`src/rtl/gnn_layer_engine.sv`:
```
// Time-multiplexed GNN layer: per node, sum the neighbour feature vectors, then apply an F_IN x F_OUT weight matrix.
// Optional build macro GNN_RELU_EN: out_data presents max(acc, 0) instead of the raw accumulator.
module gnn_layer_engine #(
    parameter int N_NODES = 4,
    parameter int F_IN    = 4,
    parameter int F_OUT   = 2,
    parameter int DW      = 5,
    parameter int AW      = 21
) (
    input  logic                         clk,
    input  logic                         rst_n,
    input  logic                         in_valid,
    output logic                         in_ready,
    input  logic [N_NODES*F_IN*DW-1:0]   x_in,
    input  logic [F_IN*F_OUT*DW-1:0]     w_in,
    input  logic [N_NODES*N_NODES-1:0]   adj_in,
    output logic                         out_valid,
    input  logic                         out_ready,
    output logic [F_OUT*AW-1:0]          out_data,
    output logic [$clog2(N_NODES)-1:0]   out_node,
    output logic                         out_last,
    output logic                         busy
);

    localparam int NW = $clog2(N_NODES);
    localparam int KW = (F_IN > 1) ? $clog2(F_IN) : 1;
    localparam int GW = DW + NW;
    localparam int PW = GW + DW;

    typedef enum logic [1:0] {S_IDLE, S_AGG, S_MAC, S_OUT} state_t;

    state_t state_q, state_d;

    logic [NW-1:0] i_q, i_d;
    logic [NW-1:0] j_q, j_d;
    logic [KW-1:0] k_q, k_d;

    logic signed [DW-1:0] x_q   [N_NODES][F_IN];
    logic signed [DW-1:0] x_d   [N_NODES][F_IN];
    logic signed [DW-1:0] w_q   [F_IN][F_OUT];
    logic signed [DW-1:0] w_d   [F_IN][F_OUT];
    logic [N_NODES-1:0]   adj_q [N_NODES];
    logic [N_NODES-1:0]   adj_d [N_NODES];
    logic signed [GW-1:0] agg_q [F_IN];
    logic signed [GW-1:0] agg_d [F_IN];
    logic signed [AW-1:0] acc_q [F_OUT];
    logic signed [AW-1:0] acc_d [F_OUT];
    logic signed [PW-1:0] prod  [F_OUT];

    logic i_last, j_last, k_last;

    assign i_last = (i_q == NW'(N_NODES - 1));
    assign j_last = (j_q == NW'(N_NODES - 1));
    assign k_last = (k_q == KW'(F_IN - 1));

`ifdef GNN_RELU_EN
    function automatic logic signed [AW-1:0] relu(input logic signed [AW-1:0] v);
        return v[AW-1] ? '0 : v;
    endfunction
`endif

    always_ff @(posedge clk or negedge rst_n) begin
        if (!rst_n) begin
            state_q <= S_IDLE;
        end else begin
            state_q <= state_d;
        end
    end

    always_comb begin
        state_d = state_q;
        case (state_q)
            S_IDLE: if (in_valid)  state_d = S_AGG;
            S_AGG:  if (j_last)    state_d = S_MAC;
            S_MAC:  if (k_last)    state_d = S_OUT;
            S_OUT:  if (out_ready) state_d = i_last ? S_IDLE : S_AGG;
            default:               state_d = S_IDLE;
        endcase
    end

    always_comb begin
        in_ready  = (state_q == S_IDLE);
        busy      = (state_q != S_IDLE);
        out_valid = (state_q == S_OUT);
        out_last  = (state_q == S_OUT) && i_last;
        out_node  = i_q;
        for (int o = 0; o < F_OUT; o++) begin
`ifdef GNN_RELU_EN
            out_data[o*AW +: AW] = relu(acc_q[o]);
`else
            out_data[o*AW +: AW] = acc_q[o];
`endif
        end
    end

    // Datapath: frame capture, neighbour aggregation, one-feature-per-cycle MAC
    always_comb begin
        i_d   = i_q;
        j_d   = j_q;
        k_d   = k_q;
        x_d   = x_q;
        w_d   = w_q;
        adj_d = adj_q;
        agg_d = agg_q;
        acc_d = acc_q;
        for (int o = 0; o < F_OUT; o++) begin
            prod[o] = PW'(agg_q[k_q]) * PW'(w_q[k_q][o]);
        end

        case (state_q)
            S_IDLE: begin
                if (in_valid) begin
                    for (int n = 0; n < N_NODES; n++) begin
                        for (int f = 0; f < F_IN; f++) begin
                            x_d[n][f] = x_in[(n*F_IN+f)*DW +: DW];
                        end
                        for (int m = 0; m < N_NODES; m++) begin
                            adj_d[n][m] = adj_in[n*N_NODES+m];
                        end
                    end
                    for (int f = 0; f < F_IN; f++) begin
                        for (int o = 0; o < F_OUT; o++) begin
                            w_d[f][o] = w_in[(f*F_OUT+o)*DW +: DW];
                        end
                        agg_d[f] = '0;
                    end
                    i_d = '0;
                    j_d = '0;
                end
            end
            S_AGG: begin
                if (adj_q[i_q][j_q]) begin
                    for (int f = 0; f < F_IN; f++) begin
                        agg_d[f] = agg_q[f] + GW'(x_q[j_q][f]);
                    end
                end
                if (j_last) begin
                    k_d = '0;
                    for (int o = 0; o < F_OUT; o++) begin
                        acc_d[o] = '0;
                    end
                end else begin
                    j_d = j_q + NW'(1);
                end
            end
            S_MAC: begin
                for (int o = 0; o < F_OUT; o++) begin
                    acc_d[o] = acc_q[o] + AW'(prod[o]);
                end
                if (!k_last) begin
                    k_d = k_q + KW'(1);
                end
            end
            S_OUT: begin
                if (out_ready) begin
                    j_d = '0;
                    i_d = i_last ? '0 : i_q + NW'(1);
                    for (int f = 0; f < F_IN; f++) begin
                        agg_d[f] = '0;
                    end
                end
            end
            default: ;
        endcase
    end

    always_ff @(posedge clk or negedge rst_n) begin
        if (!rst_n) begin
            i_q <= '0;
            j_q <= '0;
            k_q <= '0;
            for (int n = 0; n < N_NODES; n++) begin
                for (int f = 0; f < F_IN; f++) begin
                    x_q[n][f] <= '0;
                end
                adj_q[n] <= '0;
            end
            for (int f = 0; f < F_IN; f++) begin
                for (int o = 0; o < F_OUT; o++) begin
                    w_q[f][o] <= '0;
                end
                agg_q[f] <= '0;
            end
            for (int o = 0; o < F_OUT; o++) begin
                acc_q[o] <= '0;
            end
        end else begin
            i_q   <= i_d;
            j_q   <= j_d;
            k_q   <= k_d;
            x_q   <= x_d;
            w_q   <= w_d;
            adj_q <= adj_d;
            agg_q <= agg_d;
            acc_q <= acc_d;
        end
    end

endmodule

```
`config.mk`:
```
export PLATFORM = sky130hd
export DESIGN_NAME = gnn_layer_engine
export DESIGN_NICKNAME = d
export VERILOG_FILES = /design/src/rtl/gnn_layer_engine.sv
export SDC_FILE = /design/constraint.sdc
export NUM_CORES = 1
export LEC_CHECK = 0
export BUFFER_PORTS_ARGS = -buffer_cell sky130_fd_sc_hd__buf_2
export CORE_MARGIN = 4
export CORE_UTILIZATION = 25
export CTS_BUF_LIST = sky130_fd_sc_hd__clkbuf_16
export CTS_CLUSTER_DIAMETER = 50
export DETAILED_ROUTE_END_ITERATION = 12
export SETUP_SLACK_MARGIN = 0.15
export SLEW_MARGIN = 20
export SYNTH_ARGS = -nofsm -noshare
export SYNTH_HDL_FRONTEND = slang
export SYNTH_SLANG_ARGS = --single-unit
```
`constraint.sdc`:
```
create_clock -name clk -period 7.2 [get_ports clk]
set_input_delay 1.44 -clock clk [delete_from_list [all_inputs] [get_ports clk]]
set_output_delay 1.44 -clock clk [all_outputs]
set_load 0.05 [all_outputs]
```
=== Word level (Yosys, flattened, before mapping) ===
Index checks and enable logic that the tools add are counted.
W data, S select, Z words.

* Add/subtract/negate cells: 9
* Multipliers: 2
* Magnitude comparators: 4
* Equality and inequality tests: 13
* Muxes and demuxes: 36
* Bitwise gates (word level): 3
* Reduce and logical (&&, ||, !) cells: 13

{| class="wikitable"
|+ Operators with widths
! cell !! count
|-
| $mux W28 || 3
|-
| $pmux W28 S3 || 1
|-
| $pmux W42 S2 || 1
|-
| $add A21 B12 Y21 || 2
|-
| $mux W42 || 1
|-
| $bmux W20 S2 || 1
|-
| $mux W20 || 2
|-
| $add A7 B5 Y7 || 4
|-
| $mul A7 B5 Y12 || 2
|-
| $mux W2 || 11
|-
| $bmux W10 S2 || 1
|-
| $mux W10 || 2
|-
| $bmux W7 S2 || 1
|-
| $mux W7 || 2
|-
| $ne A2 B2 Y1 const B || 6
|-
| $reduce_and A4 Y1 || 3
|-
| $eq A2 B2 Y1 const B || 5
|-
| $ge A3 B3 Y1 const B || 3
|-
| $not A2 Y3 || 3
|-
| $bmux W4 S2 || 1
|-
| $mux W4 || 2
|-
| $pmux W2 S2 || 2
|-
| $pmux W2 S4 || 1
|-
| $add A2 B1 Y2 const B || 3
|-
| 12 further kinds || 17
|}

* Register bits after elaboration: 214
* Word-level logic and storage cells: 118

=== Depth between registers and ports, before layout ===
* Depth after elaboration: 8
* Gate-level depth with buffers: 19
* Depth with buffers taken out: 17

=== Least setup slack after synthesis ===
No wires, ideal clock.

* Kind: reg-to-reg
* Start: register k_q[0]
* End: register acc_q (netlist bit out_data[40])
* Setup time: 122 ps
* Arrival: 5650 ps
* Data required time: 7078 ps
* Path slack: 1428 ps
* Stages on the path, launching flop included: 17
* Cells stage by stage: dfrtp_1 clkbuf_1 buf_2 mux4_2 or2_2 fa_1 fa_1 inv_1 fa_1 fa_1 fa_1 a211oi_1 o21a_1 o211a_1 nor3_1 or3_1 a32o_1

* Word-level cells in the longest chain between the ends: 7
* Elaborated cells on any way between the ends: 10
* Classes of those cells: add/sub: 1; mul: 1; mux: 7; bitwise: 1

{| class="wikitable"
|+ RTL lines
! item !! line !! source
|-
| from (decl) || 36 || <nowiki>logic [KW-1:0] k_q, k_d;</nowiki>
|-
| from (signal assigned) || 190 || <nowiki>k_q <= k_d;</nowiki>
|-
| $not A2 Y3 (implied by the code) * || 107 || <nowiki>prod[o] = PW'(agg_q[k_q]) * PW'(w_q[k_q][o]);</nowiki>
|-
| $bmux W7 S2 / $bmux W10 S2 (equally long branches) || 107 ||
|-
| $mux W7 (implied by the code) / $mux W10 (equally long branches) (2 in series) || 107 ||
|-
| $mul A7 B5 Y12 * || 107 ||
|-
| $add A21 B12 Y21 * || 148 || <nowiki>acc_d[o] = acc_q[o] + AW'(prod[o]);</nowiki>
|-
| $pmux W42 S2 * || 110 || <nowiki>case (state_q)</nowiki>
|-
| to (signal, indexed assignment) || 185 || <nowiki>acc_q[o] <= '0;</nowiki>
|-
| to (signal assigned) || 195 || <nowiki>acc_q <= acc_d;</nowiki>
|-
| to (decl) || 46 || <nowiki>logic signed [AW-1:0] acc_q [F_OUT];</nowiki>
|}

Every way passes the cells marked *; elsewhere a longest branch is shown, timed or not. The select of a mux whose other input is x is not followed.
A chain may end at the register's enable or synchronous reset.

=== Final worst setup path ===
* Start: register k_q[0]
* End: register acc_q (netlist bit out_data[19])

* Word-level cells in the longest chain between the ends: 7
* Elaborated cells on any way between the ends: 10
* Classes of those cells: add/sub: 1; mul: 1; mux: 7; bitwise: 1

{| class="wikitable"
|+ RTL lines
! item !! line
|-
| $not A2 Y3 (implied by the code) * || 107
|-
| $bmux W7 S2 / $bmux W10 S2 (equally long branches) || 107
|-
| $mux W7 (implied by the code) / $mux W10 (equally long branches) (2 in series) || n/a
|-
| $mul A7 B5 Y12 * || 107
|-
| $add A21 B12 Y21 * || 148
|-
| $pmux W42 S2 * || 110
|}

Marks and branches as above.

==> impl_metrics.json <==
{
  "grt_setup_unrepaired": "no",
  "die-area_um2": 66000,
  "tns_ns": 0,
  "relSlewSlack_pct": 28.9,
  "synthTopCellsByArea": "dfrtp_1 (35%), fa_1 (16%), mux2_2 (10%), ha_1 (9.4%), mux4_2 (5.7%)",
  "final_max_slew_viol_count": 0,
  "min_path_type": "register to register",
  "worstSetupPathType": "register to register",
  "clk_pin_slew_ns": 0.06,
  "vias_per_cell": 4.61,
  "synth_top_area_share_pct": 34.5,
  "die_h_um": 257,
  "yosysUniqueCellTypes": 59,
  "hold_violations": 0,
  "finClkSkew_ns": 0.0151,
  "synthTopCellsByCount": "dfrtp_1 (214), mux2_2 (139), fa_1 (124), ha_1 (117), nand2_1 (112)",
  "cp-start-kind": "register",
  "postCtsSetupRepairBufs": 0,
  "ant_nets": 0,
  "drcViolationCount": 0,
  "ctsHoldBuffers": 0,
  "synth-edff-count": 0,
  "ys_ff_latch": 214,
  "synth.most_common_cell": "dfrtp_1",
  "worstPathMaxFanout": 13,
  "ys_seq_area_share_pct": 34.5,
  "grt_pass1_wl_um": 64400,
  "fmax_ghz": 0.161,
  "cts.sinks": 214,
  "gp_congestion": 0.825,
  "drive_gt1_share_pct": 29.6,
  "worst_slack_ns": 0.994,
  "ioPinCount": 188,
  "tightest_slew_ns": 1.07,
  "synthCells": 1302,
  "cp_data_required_time_ns": 7.72,
  "syn_nets": 1683,
  "post-route-period-util_pct": 86.2,
  "wl_per_cell_um": 17.4,
  "max-cap-violations": 0,
  "setup_violations": 0,
  "syn_to_final_growth_pct": 18.6,
  "vias": 10619,
  "synthFlopType": "dfrtp_1",
  "grt_pass1_vias": 11428,
  "grt_overflow": 0,
  "pre_cts_ws_ns": 0.993,
  "wl_um": 40000,
  "io_buffers": 187,
  "tritoncts": "built",
  "start_util_pct": 25.2,
  "cts_root_buf": "clkbuf_16",
  "std_cell_rows": 91,
  "grt_usage_pct": 12.1,
  "status": "finished, final reports clean",
  "arrival_ns": 6.72,
  "endpoint_kind": "register",
  "grt_max_degree": 103,
  "worst_skew_pair.late_latency_ns": 0.59,
  "core_um2": 61500,
  "numCtsBuffers": 31,
  "synth_area_um2": 15500,
  "cts_buffer_depth": 3,
  "fin_crit_ns": 6.21,
  "async_flop_share_pct": 100,
  "htree_levels": 1,
  "syn_area_per_cell_um2": 11.9,
  "yosysWarnings": 0,
  "hpwl_um": 31800,
  "fp.dieW_um": 257,
  "cts_resized": 0,
  "dr.pass1.iters": 4,
  "drt_iter0_drc": 386,
  "synth_largest_area_cell": "dfrtp_1",
  "layout.nets": 1867,
  "antenna_found_initial": 12
}
==> layer usage <==
metal | global-route usage, % | up-vias | wire length [um]
met5 | 0 | - | 91
met4 | 2.33 | 16 | 758
met3 | 3.03 | 66 | 2320
met2 | 20.6 | 228 | 19700
met1 | 15.7 | 5306 | 17100
li1 | - | 5003 | -
==> logic make-up (layout without fill, tap and decap cells) <==
family | count (synthesis) | count (layout) | share of synthesized area, %
adder cells (fa/ha/maj) | 241 | 241 | 25.5
other | 0 | 3 | 0
XOR/XNOR | 38 | 38 | 2.24
multiplexers | 188 | 188 | 16.4
AO/OA/AOI/OAI | 237 | 237 | 10.3
AND/OR/NAND/NOR | 242 | 242 | 7.29
buffers and inverters | 142 | 349 | 3.74
flip-flops | 214 | 214 | 34.5
==> path summary, 6_finish.rpt <==
check	startpoint	endpoint	slack, ns	cells after the start
worst max-delay path	k_q[0]$_DFFE_PN0P_	out_data[19]$_DFFE_PN0P_	0.99	15
max in group asynchronous	rst_n	w_q[10]$_DFFE_PN0P_	4.91	2
worst max register to register	k_q[0]$_DFFE_PN0P_	out_data[19]$_DFFE_PN0P_	0.99	15
worst min-delay path	adj_q[2]$_DFFE_PN0P_	adj_q[2]$_DFFE_PN0P_	0.50	1
worst min register to register	adj_q[2]$_DFFE_PN0P_	adj_q[2]$_DFFE_PN0P_	0.50	1
min in group asynchronous	rst_n	x_q[25]$_DFFE_PN0P_	0.89	1
==> state kept, by name, summed over array words and instances (netlist names) <==
name	count
adj_q	16
j_q	2
w_q	40
out_data	42
agg_q	28
out_node	2
x_q	80
k_q	2
state_q	2
==> area by class of cell <==
| cell class | count | area (um^2) |
|---|---|---|
| clock inverters | 25 | 260 |
| well taps | 790 | 988 |
| multi-input cells | 946 | 9610 |
| diodes | 3 | 7.51 |
| inverters | 95 | 357 |
| clock buffers | 31 | 776 |
| fillers | 6273 | 43100 |
| flip-flops and latches | 214 | 5360 |
| repair buffers | 198 | 1030 |
==> critical path, stage by stage (launching register included) <==
cell and delay [ns]:
dfrtp_1 0.67, buf_4 0.28, mux4_2 0.61, nand2_1 0.37, inv_1 0.36, fa_1 0.58, fa_1 0.57, fa_1 0.43
ha_1 0.30, ha_1 0.40, and3_1 0.25, nand4_1 0.12, a211oi_1 0.43, o21ai_0 0.25, or4_1 0.43, nand3_1 0.09
==> through the flow <==
stage	hold WS, ns	instance area [um^2]	utilization, %	instances
floorplan	0.469	15500	-	1302
global placement	0.482	17300	28.2	2243
detailed placement	0.488	17300	28.2	2243
CTS	0.502	18400	29.9	2299
global route	0.512	18400	29.9	2301
finish	0.501	18400	29.9	2302
==> placed cells by master, fill, tap and decap left out, types with 4 or more instances in the layout <==
cell type / n
a211oi_1: 15
a21o_1: 21
a21oi_1: 45
a22o_1: 10
a32o_1: 7
and2_1: 38
and3_1: 7
buf_2: 186
buf_4: 11
clkbuf_16: 31
clkinv_4: 4
dfrtp_1: 213
fa_1: 124
ha_1: 117
inv_1: 99
inv_6: 7
mux2_2: 139
mux2i_1: 10
mux4_2: 39
nand2_1: 111
nand3_1: 12
nand3b_1: 5
nand4_1: 6
nor2_1: 39
nor3_1: 6
o211ai_1: 5
o21a_1: 7
o21ai_0: 51
o21ai_2: 12
o21bai_1: 13
o221ai_1: 5
o31ai_1: 18
or3_1: 5
xnor2_1: 24
xor2_1: 13
Power is not shown: default switching activity piles up to over one toggle a cycle in this logic, so the estimate is an artifact.
